## config.mk

```make
export PLATFORM = sky130hd
export DESIGN_NAME = f1_sequencer
export DESIGN_NICKNAME = d
export VERILOG_FILES = /design/src/rtl/f1_pkg.sv /design/src/rtl/f1_sequencer.sv
export SDC_FILE = /design/constraint.sdc
export NUM_CORES = 1
export LEC_CHECK = 0
export ABC_AREA = 1
export CAP_MARGIN = 30
export CORE_MARGIN = 3
export CORE_UTILIZATION = 45
export CTS_CLUSTER_SIZE = 12
export DETAILED_ROUTE_END_ITERATION = 12
export PLACE_DENSITY = 0.76
export SYNTH_ARGS = -nofsm -noshare
export SYNTH_HDL_FRONTEND = slang
export SYNTH_SLANG_ARGS = --single-unit
```

## constraint.sdc

```tcl
create_clock -name clk -period 3.8 [get_ports clk]
set_clock_uncertainty 0.1 [all_clocks]
set_input_delay 0.76 -clock clk [delete_from_list [all_inputs] [get_ports clk]]
set_output_delay 0.76 -clock clk [all_outputs]
set_load 0.01 [all_outputs]
```

## src/rtl/f1_pkg.sv

```systemverilog
// Shared types and defaults for the F1 start-light sequencer.
package f1_pkg;

    typedef enum logic [1:0] {
        ST_IDLE     = 2'd0,
        ST_LIGHTING = 2'd1,
        ST_HOLD     = 2'd2,
        ST_REACT    = 2'd3
    } state_t;

    localparam int N_LIGHTS_DEF = 8;
    localparam int RND_W_DEF    = 7;
    localparam int CNT_W_DEF    = 16;

    localparam logic [N_LIGHTS_DEF-1:0] ALL_LIT = '1;

endpackage

```

## src/rtl/f1_sequencer.sv

```systemverilog
// Start-light sequencer: fills the gantry one lamp per tick, holds for a
// random tick count, blanks the lamps and times the driver's reaction.
//
//  state    | meaning
//  ---------+-----------------------------------------------------------
//  IDLE     | waiting for trigger, LFSR free-running
//  LIGHTING | one more lamp per tick until the gantry is full
//  HOLD     | full gantry, delay_reg ticks until blank
//  REACT    | lamps blanked, counting cycles until react
module f1_sequencer
    import f1_pkg::*;
#(
    parameter int N_LIGHTS = N_LIGHTS_DEF,
    parameter int RND_W    = RND_W_DEF,
    parameter int CNT_W    = CNT_W_DEF
) (
    input  logic                clk,
    input  logic                rst,
    input  logic                trigger,
    input  logic                tick,
    input  logic [RND_W-1:0]    rnd,
    input  logic                react,
    output logic                lfsr_en,
    output logic [N_LIGHTS-1:0] light,
    output logic                busy,
    output logic [CNT_W-1:0]    react_time,
    output logic                result_valid,
    output logic                jump_start
);

    // Gantry pattern one tick before full: every lamp lit except the MSB.
    localparam logic [N_LIGHTS-1:0] ALMOST_FULL = {1'b0, {(N_LIGHTS-1){1'b1}}};
    localparam logic [RND_W-1:0]    DELAY_ONE   = {{(RND_W-1){1'b0}}, 1'b1};
    localparam logic [CNT_W-1:0]    CNT_ONE     = {{(CNT_W-1){1'b0}}, 1'b1};

    state_t              state_q,        state_d;
    logic [N_LIGHTS-1:0] light_q,        light_d;
    logic [RND_W-1:0]    delay_q,        delay_d;
    logic [CNT_W-1:0]    react_cnt_q,    react_cnt_d;
    logic [CNT_W-1:0]    react_time_q,   react_time_d;
    logic                result_valid_q, result_valid_d;
    logic                jump_start_q,   jump_start_d;

    always_ff @(posedge clk) begin
        if (rst) begin
            state_q        <= ST_IDLE;
            light_q        <= '0;
            delay_q        <= DELAY_ONE;
            react_cnt_q    <= '0;
            react_time_q   <= '0;
            result_valid_q <= 1'b0;
            jump_start_q   <= 1'b0;
        end else begin
            state_q        <= state_d;
            light_q        <= light_d;
            delay_q        <= delay_d;
            react_cnt_q    <= react_cnt_d;
            react_time_q   <= react_time_d;
            result_valid_q <= result_valid_d;
            jump_start_q   <= jump_start_d;
        end
    end

    always_comb begin
        state_d        = state_q;
        light_d        = light_q;
        delay_d        = delay_q;
        react_cnt_d    = react_cnt_q;
        react_time_d   = react_time_q;
        result_valid_d = 1'b0;
        jump_start_d   = 1'b0;

        unique case (state_q)
            ST_IDLE: begin
                if (trigger) begin
                    // A zero draw would mean no hold at all; clamp to one tick.
                    delay_d = (rnd == '0) ? DELAY_ONE : rnd;
                    light_d = '0;
                    state_d = ST_LIGHTING;
                end
            end

            ST_LIGHTING: begin
                if (react) begin
                    light_d      = '0;
                    jump_start_d = 1'b1;
                    state_d      = ST_IDLE;
                end else if (tick) begin
                    light_d = {light_q[N_LIGHTS-2:0], 1'b1};
                    if (light_q == ALMOST_FULL) begin
                        state_d = ST_HOLD;
                    end
                end
            end

            ST_HOLD: begin
                if (react) begin
                    light_d      = '0;
                    jump_start_d = 1'b1;
                    state_d      = ST_IDLE;
                end else if (tick) begin
                    if (delay_q == DELAY_ONE) begin
                        light_d     = '0;
                        react_cnt_d = '0;
                        state_d     = ST_REACT;
                    end else begin
                        delay_d = delay_q - DELAY_ONE;
                    end
                end
            end

            ST_REACT: begin
                if (react_cnt_q != '1) begin
                    react_cnt_d = react_cnt_q + CNT_ONE;
                end
                if (react) begin
                    react_time_d   = react_cnt_q;
                    result_valid_d = 1'b1;
                    state_d        = ST_IDLE;
                end
            end

            default: begin
                state_d = ST_IDLE;
            end
        endcase
    end

    assign lfsr_en      = (state_q == ST_IDLE);
    assign busy         = (state_q != ST_IDLE);
    assign light        = light_q;
    assign react_time   = react_time_q;
    assign result_valid = result_valid_q;
    assign jump_start   = jump_start_q;

endmodule

```

Yosys cells after proc, flatten, opt, wreduce, memory -nomap -nowiden --
Index checks and enable logic that the tools add are counted. Widths: inputs -> output; s select.
Word-level totals: flip-flop bits (word level) 51
Operators by class: add/subtract/negate cells 2, equal/unequal tests 17, multiplexer cells 28, bitwise logic cells 2, reduce and logical (&&, ||, !) cells 14
Operators with widths (number):
- $mux 16 | 4
- $mux 8 | 6
- $mux 7 | 5
- $pmux 16 s2 | 1
- $pmux 8 s3 | 1
- $add 16x1->16 const B | 1
- $mux 2 | 8
- $ne 16x16->1 const B | 1
- $reduce_and 5->1 | 3
- $ne 2x2->1 const B | 7
- $pmux 7 s2 | 1
- $ne 3x3->1 const B | 4
- $eq 8x7->1 const B | 1
- $pmux 2 s4 | 1
- $eq 7x1->1 const B | 1
- $logic_not 7->1 | 1
- $sub 7x1->7 const B | 1
- $reduce_and 6->1 | 1
- $reduce_bool 2->1 | 3
- $reduce_or 2->1 | 3
- $eq 2x2->1 const B | 2
- $reduce_bool 3->1 | 1
- $eq 2x1->1 const B | 1
- $logic_not 2->1 | 1
- 3 further kinds | 4

Depth between registers and ports, before layout --
Gate-level depths: netlist (run 1).
depth after elaboration 5, mapped depth 12, gate-level depth less buffers 11

Worst setup path after synthesis (run 1) --
No wires, ideal clock.
kind reg-to-reg, from register state_q[0], to register light_q[4] (netlist: light[4]), library setup time 140 ps, arrival 1610 ps, required time 3560 ps, slack 1950 ps, cell stages (with the launch flop) 12, path buffers 1, period minus slack after synthesis 1850 ps, path through dfxtp_1 > inv_1 > ha_1 > buf_2 > inv_2 > a21oi_1 > nand2_1 > nand2_1 > nor2_2 > nand2_1 > nand2_1 > a21oi_1
Between the ends: cells in the longest elaborated chain, start to end 3, elaborated cells between the ends (all ways) 10, those cells by class eq/ne: 6; mux: 1; reduce/logical: 3
RTL lines:
- start, declared | RTL line f1_sequencer.sv:36 | state_t state_q, state_d;
- start signal, assigned | RTL line f1_sequencer.sv:54 | state_q <= state_d;
- $eq 2x2->1, or another cell as far along | RTL line f1_sequencer.sv:73 | unique case (state_q)
- $ne 3x3->1 (no source line), or another cell as far along
- $reduce_and 5->1 (no source line)
- end signal, assigned | RTL line f1_sequencer.sv:55 | light_q <= light_d;
- end, declared | RTL line f1_sequencer.sv:37 | logic [N_LIGHTS-1:0] light_q, light_d;
Parallel ways exist; a longest one is shown, timed or not. A chain may end at the register's enable or synchronous reset.

Worst setup path in the final report (run 1) --
from register state_q[0], to output busy
Between the ends: cells in the longest elaborated chain, start to end 1
RTL lines:
- $reduce_bool 2->1 | RTL line f1_sequencer.sv:130 | assign busy = (state_q != ST_IDLE);
- end, declared | RTL line f1_sequencer.sv:25 | output logic busy,
Every way passes these cells.

==> results.toml, run 1 <==
[cts]
cts_made_buffers = 5
postCtsSetupBuffers = 0
clockBufferDepth = 2
cts-resized-gates = 0
cts_tree = "built"
cts_root_buf = "clkbuf_8"
htree_num_levels = 2
postCtsHoldBufs = 0
clk_pin_slew_ns = 0.09
insertion_delay_ns = 0.31
cts.sinks = 51

[synthesis]
synth_xor_area_share_pct = 0.6225
synth_area_per_cell_sq_um = 6.700
synth_compound_area_share_pct = 16.27
synth.distinct_cells = 27
syn-cell-area_sq_um = 2814
yosys.area_share.simple_pct = 34.37
ys_seq_area_share_pct = 36.28
synthMuxAreaShare_pct = 0
yosysWarnings = 0
syn_nets = 441
syn_inst = 420
synth_top_family_by_area = "simple AND/OR/NAND/NOR gates"
ys_ff_latch = 51
synthAdderAreaFrac_pct = 4.002

[job]
drv_cap = 0

[power]
peakVddDrop_mv = 0.3196
p_leak_nw = 1.281
internal_power_w = 0.001058
power_density_nw_per_um2 = 536.8
p_clk_share_pct = 21.3
p_seq_share_pct = 36.9
p_switching_w = 0.0007355
p_total_w = 0.001794
switching_share_pct = 41.00
p_comb_share_pct = 41.8

[route]
dr.pass1.iters = 5
dr.first_iter.drc_count = 150
vias = 2756
drcViolationCount = 0
post_drt_via_cell_ratio = 5.210
wirelength_um = 6549
wire_per_inst_um = 12.38
ant_nets = 0

[die]
row_count = 28
io_pins = 40
fp.dieW_um = 85.08
die_area_sq_um = 7238
coreArea_sq_um = 5991
die_y_um = 85.08
initial_core_util_pct = 46.97

[worst_setup_path]
critical-path-max-stage-delay_ns = 0.55
arrival_ns = 1.69
path_cells = "inv_1 > ha_1 > inv_1 > clkdlybuf4s50_1"
cp.required_ns = 2.94
crit_type = "reg2out"
path_buf_inv = 3
reg2reg_to = "react_cnt_q[10]"
end_kind = "primary output"
reg2reg_slack_ns = 1.45
worstPathMaxFanout = 5
cp_common_cell = "inv_1"
rr_worst_depth = 10
r2r_start = "state_q[0]"
worst_path_max_delay_cell = "clkdlybuf4s50_1"
cp-start-kind = "register"
cpLargestDelayFamily = "buffers and inverters"

[finish]
n_antenna_cell = 0
drive_gt1_share_pct = 8.370
final_nets = 474
area_growth_pct = 18.76

[timing]
clock.fmax_mhz = 391.9
hold_viol = 0
period_share_pct = 67.14
worstMarginPinSlew_ns = 0.8005
finalSetupTns_ns = 0
slew_headroom_pct = 46.57
rsz0062_at_grt = "false"
slew_viol_final = 0
min_period_ns = 2.551
setup_viol = 0

[place]
routabilityCongestion = 0.9231
numPortBuffers = 39
hpwl_um = 4740

[worst_hold_path]
worst_hold_startpoint = "react_time[15]"
hold_path.class = "reg2reg"
hold_end = "react_time[15]"
min_path_cells = 2

[grt]
antenna_found_initial = 0
grt_pass1_wl_um = 11160
grt_overflow = 0
grt_usage_pct = 18.50
grt_pass1_vias = 2558
grt_max_degree = 31

[status]
status = "finished clean"
cells in the mapped netlist:
library cell  number  area share [%]
a21oi_1           33             5.9
a21oi_2           11             3.4
buf_12             1            0.71
buf_2              3            0.53
buf_4              1            0.27
clkbuf_1           9             1.2
dfxtp_1           51              36
ha_1               9             4.0
inv_1             41             5.5
inv_2              2            0.27
nand2_1          103              14
nand2_2            6             1.3
nand2_4            2            0.80
nand3_1           30             5.3
nand3_2            1            0.36
nand3b_1           1            0.27
nand4_1           15             3.3
nor2_1            55             7.3
nor2_2             5             1.1
nor3_1             3            0.53
o211ai_1           1            0.27
o21ai_0           26             4.6
o21ai_1            4            0.71
o21ai_4            1            0.58
o31ai_1            3            0.80
or2_2              1            0.22
xnor2_1            2            0.62
power by group through the flow:
stage | logic (W) | registers, W | clock network, W
floorplan | 0.000572 | 0.000671 | 0
global placement | 0.000735 | 0.000671 | 0
detailed placement | 0.000745 | 0.000673 | 0
CTS | 0.000749 | 0.000661 | 0.000390
global route | 0.000845 | 0.000672 | 0.000407
finish | 0.000750 | 0.000662 | 0.000382
stage by stage:
step	instances	hold WS, ns	cell area (sq um)	setup WS, ns	util, %
2_1_floorplan	420	0.3657	2814	1.950	-
5_1_grt	529	0.4241	3342	1.163	55.79
3_3_place_gp	521	0.3751	3229	1.212	53.91
4_1_cts	529	0.3962	3342	1.236	55.79
3_5_place_dp	521	0.3795	3229	1.173	53.91
6_report	529	0.3944	3342	1.249	55.79
layout make-up:
cell class	instances	area, sq um
inverters	43	161.4
flip-flops and latches	51	1021
multi-input cells	312	1555
clock buffers	5	68.82
fillers	576	2649
repair buffers	40	397.9
well taps	75	93.84
clock inverters	3	43.79
sequential cells by signal, indices dropped and copies added, names as in the netlist:
signal and count:
state_q 2, jump_start 1, delay_q 7, light 8, react_cnt_q 16, react_time 16, result_valid 1
cell families (layout without fill, tap and decap cells):
family / Yosys count / count (layout)
adder cells (fa/ha/maj): 9 / 9
buffers and inverters: 57 / 91
AND/OR/NAND/NOR: 222 / 222
flip-flops: 51 / 51
XOR/XNOR: 2 / 2
AO/OA/AOI/OAI: 79 / 79
worst register-to-register path: cells and delay by family (launching register included):
family	cells	cell delay, ns
compound gates	2	0.58
fa+ha+maj	1	0.34
buf+inv	3	0.38
flops	1	0.41
simple gates	4	0.46
how the worst max path moves through the flow:
stage / cells past startpoint / slack [ns] / end / startpoint
after CTS: 4 / 1.24 / busy / state_q[0]
final: 4 / 1.25 / busy / state_q[0]
after global placement: 9 / 1.21 / react_cnt_q[13] / react
after detailed placement: 9 / 1.17 / react_cnt_q[10] / react
after global routing: 4 / 1.16 / busy / state_q[0]
after floorplan: 11 / 1.95 / light[4] / state_q[0]
placed cells by master (no fill, tap or decap), types with 2 or more instances in the layout:
| cell type | netlist | layout |
|---|---|---|
| o21ai_1 | 4 | 4 |
| nand4_1 | 15 | 15 |
| nand2_4 | 2 | 2 |
| clkdlybuf4s50_1 | 0 | 39 |
| inv_2 | 2 | 2 |
| nand2_1 | 103 | 103 |
| o31ai_1 | 3 | 3 |
| clkbuf_8 | 0 | 5 |
| nor2_1 | 55 | 55 |
| a21oi_2 | 11 | 11 |
| inv_1 | 41 | 41 |
| dfxtp_1 | 51 | 51 |
| nand2_2 | 6 | 6 |
| a21oi_1 | 33 | 33 |
| xnor2_1 | 2 | 2 |
| o21ai_0 | 26 | 26 |
| ha_1 | 9 | 9 |
| nor2_2 | 5 | 5 |
| nor3_1 | 3 | 3 |
| nand3_1 | 30 | 30 |
routing by layer:
metal	vias up	share of wire (%)	wire [um]	track usage (%)
met2	75	44	2877	30.23
met4	0	1.3	83	5.468
met3	11	5.0	328	4.078
met5	-	0	0	0
met1	1242	50	3260	24.46
li1	1428	-	-	-
(Power assumes the default switching activity.)
==> run 2: changes to the inputs <==
==> constraint.sdc (replaced) <==
create_clock -name clk -period 2.6 [get_ports clk]
set_clock_uncertainty 0.1 [all_clocks]
set_input_delay 0.52 -clock clk [delete_from_list [all_inputs] [get_ports clk]]
set_output_delay 0.52 -clock clk [all_outputs]
set_load 0.01 [all_outputs]
==> results.toml, run 2 (same netlist as run 1, synthesis figures left out) <==
[place]
hpwl_um = 4837
dp_cells = 527
routabilityCongestion = 0.9331
numPortBuffers = 39
post_dp_cell_area_sq_um = 3274

[power]
p_switching_w = 0.001090
internal_power_w = 0.001613
switching_share_pct = 40.32
p_leak_nw = 1.313
p_comb_share_pct = 42.7
p_clk_share_pct = 21.7
p_seq_share_pct = 35.7
peakVddDrop_mv = 0.5621
power_density_nw_per_um2 = 796.9

[timing]
rsz0062_at_grt = "false"
slew_viol_final = 0
hold_viol = 0
whs_ns = 0.3916
setup_viol = 0
period_share_pct = 89.08
clock.fmax_mhz = 431.8
worstMarginPinSlew_ns = 0.5618
slew_headroom_pct = 62.54
min_period_ns = 2.316
finalSetupTns_ns = 0

[finish]
final_area_sq_um = 3392
fillerInstances = 591
final_cells = 535
layout_commonest_cell = "nand2_1"
seq_area_sq_um = 1021
area_growth_pct = 20.54
n_antenna_cell = 0
final_nets = 480
final_cell_mix = "nand2_1, nor2_1, dfxtp_1"
multi_input_area_sq_um = 1555
drive_gt1_share_pct = 9.565

[route]
wirelength_um = 6694
post_drt_via_cell_ratio = 5.159
dr.first_iter.drc_count = 163
vias = 2760
drcViolationCount = 0
wire_per_inst_um = 12.51
ant_nets = 0
dr.pass1.iters = 5

[worst_setup_path]
crit_type = "reg2out"
cp_common_cell = "inv_1"
cp.required_ns = 1.98
critical-path-max-stage-delay_ns = 0.54
r2r_start = "state_q[0]"
cpLargestDelayFamily = "buffers and inverters"
end_kind = "primary output"
worst_path_max_delay_cell = "clkdlybuf4s50_1"
crit_start = "state_q[0]"
cp-start-kind = "register"
path_cells = "inv_1 > ha_1 > inv_1 > clkdlybuf4s50_1"
worstPathMaxFanout = 5
arrival_ns = 1.70
path_buf_inv = 3

[cts]
postCtsHoldBufs = 0
htree_num_levels = 2
cts-resized-gates = 0
clk_pin_slew_ns = 0.09
insertion_delay_ns = 0.32
cts_made_buffers = 5
cts_root_buf = "clkbuf_8"
clockBufferDepth = 2
cts.sinks = 51
cts_tree = "built"
postCtsSetupBuffers = 0

[die]
die_area_sq_um = 7238
io_pins = 40
row_count = 28
coreArea_sq_um = 5991
die_y_um = 85.08
initial_core_util_pct = 46.97
fp.dieW_um = 85.08

[status]
status = "finished clean"

[job]
drv_cap = 0

[grt]
grt_usage_pct = 19.27
grt_max_degree = 31
antenna_found_initial = 0
grt_pass1_vias = 2567
grt_overflow = 0
grt_pass1_wl_um = 11650

[worst_hold_path]
hold_path.class = "reg2reg"
worst_hold_startpoint = "light[7]"
-- run 2: cell types whose count changed in the layout (fill, tap and decap cells not counted) --
cell	change
clkbuf_8	+1
clkinv_4	-1
buf_4	+6
-- run 2: worst paths after layout --
check,end,slack (ns),cells past startpoint
worst max-delay path,busy,0.28,4
worst min-delay path,light[7],0.39,2
worst max register to register,react_cnt_q[10],0.31,10
worst min register to register,light[7],0.39,2
-- run 2: stage by stage --
stage / util [%] / setup WS, ns / power (W)
5_1_grt: 56.62 / 0.1100 / 0.002913
2_1_floorplan: - / 0.7499 / 0.001816
6_report: 56.62 / 0.2838 / 0.002703
3_3_place_gp: 54.66 / 0.3359 / 0.002102
3_5_place_dp: 54.66 / 0.2677 / 0.002118
4_1_cts: 56.62 / 0.2709 / 0.002717
-- run 2: power groups by stage --
stage          sequential, W  clock [W]  combinational (W)
6_report            0.000964   0.000586            0.00115
5_1_grt             0.000978   0.000623            0.00131
4_1_cts             0.000964   0.000599            0.00115
3_5_place_dp        0.000981          0            0.00114
3_3_place_gp        0.000982          0            0.00112
2_1_floorplan       0.000980          0           0.000836
-- run 2: area by class of cell --
cell class	count	area share, %
clock inverter	2	1.033
multi-input combinational	312	45.85
clock buffer	6	2.435
tap	75	2.767
inverter	43	4.758
timing repair buffer	46	13.06
sequential	51	30.10
-- run 2: worst register-to-register path: cells and delay by family, from the launching register on --
kind,cells,cell delay [ns]
and+or+nand+nor,4,0.43
DFF,1,0.41
buffers and inverters,3,0.39
AOI/OAI and AO/OA,2,0.52
adders and majority gates,1,0.34
-- run 2: metal layers --
layer | part of all wire (%) | track usage [%] | up-vias
li1 | - | - | 1444
met2 | 45 | 31.14 | 66
met4 | 0.85 | 4.460 | 0
met1 | 49 | 26.39 | 1245
met5 | 0 | 0 | -
met3 | 4.9 | 4.078 | 5
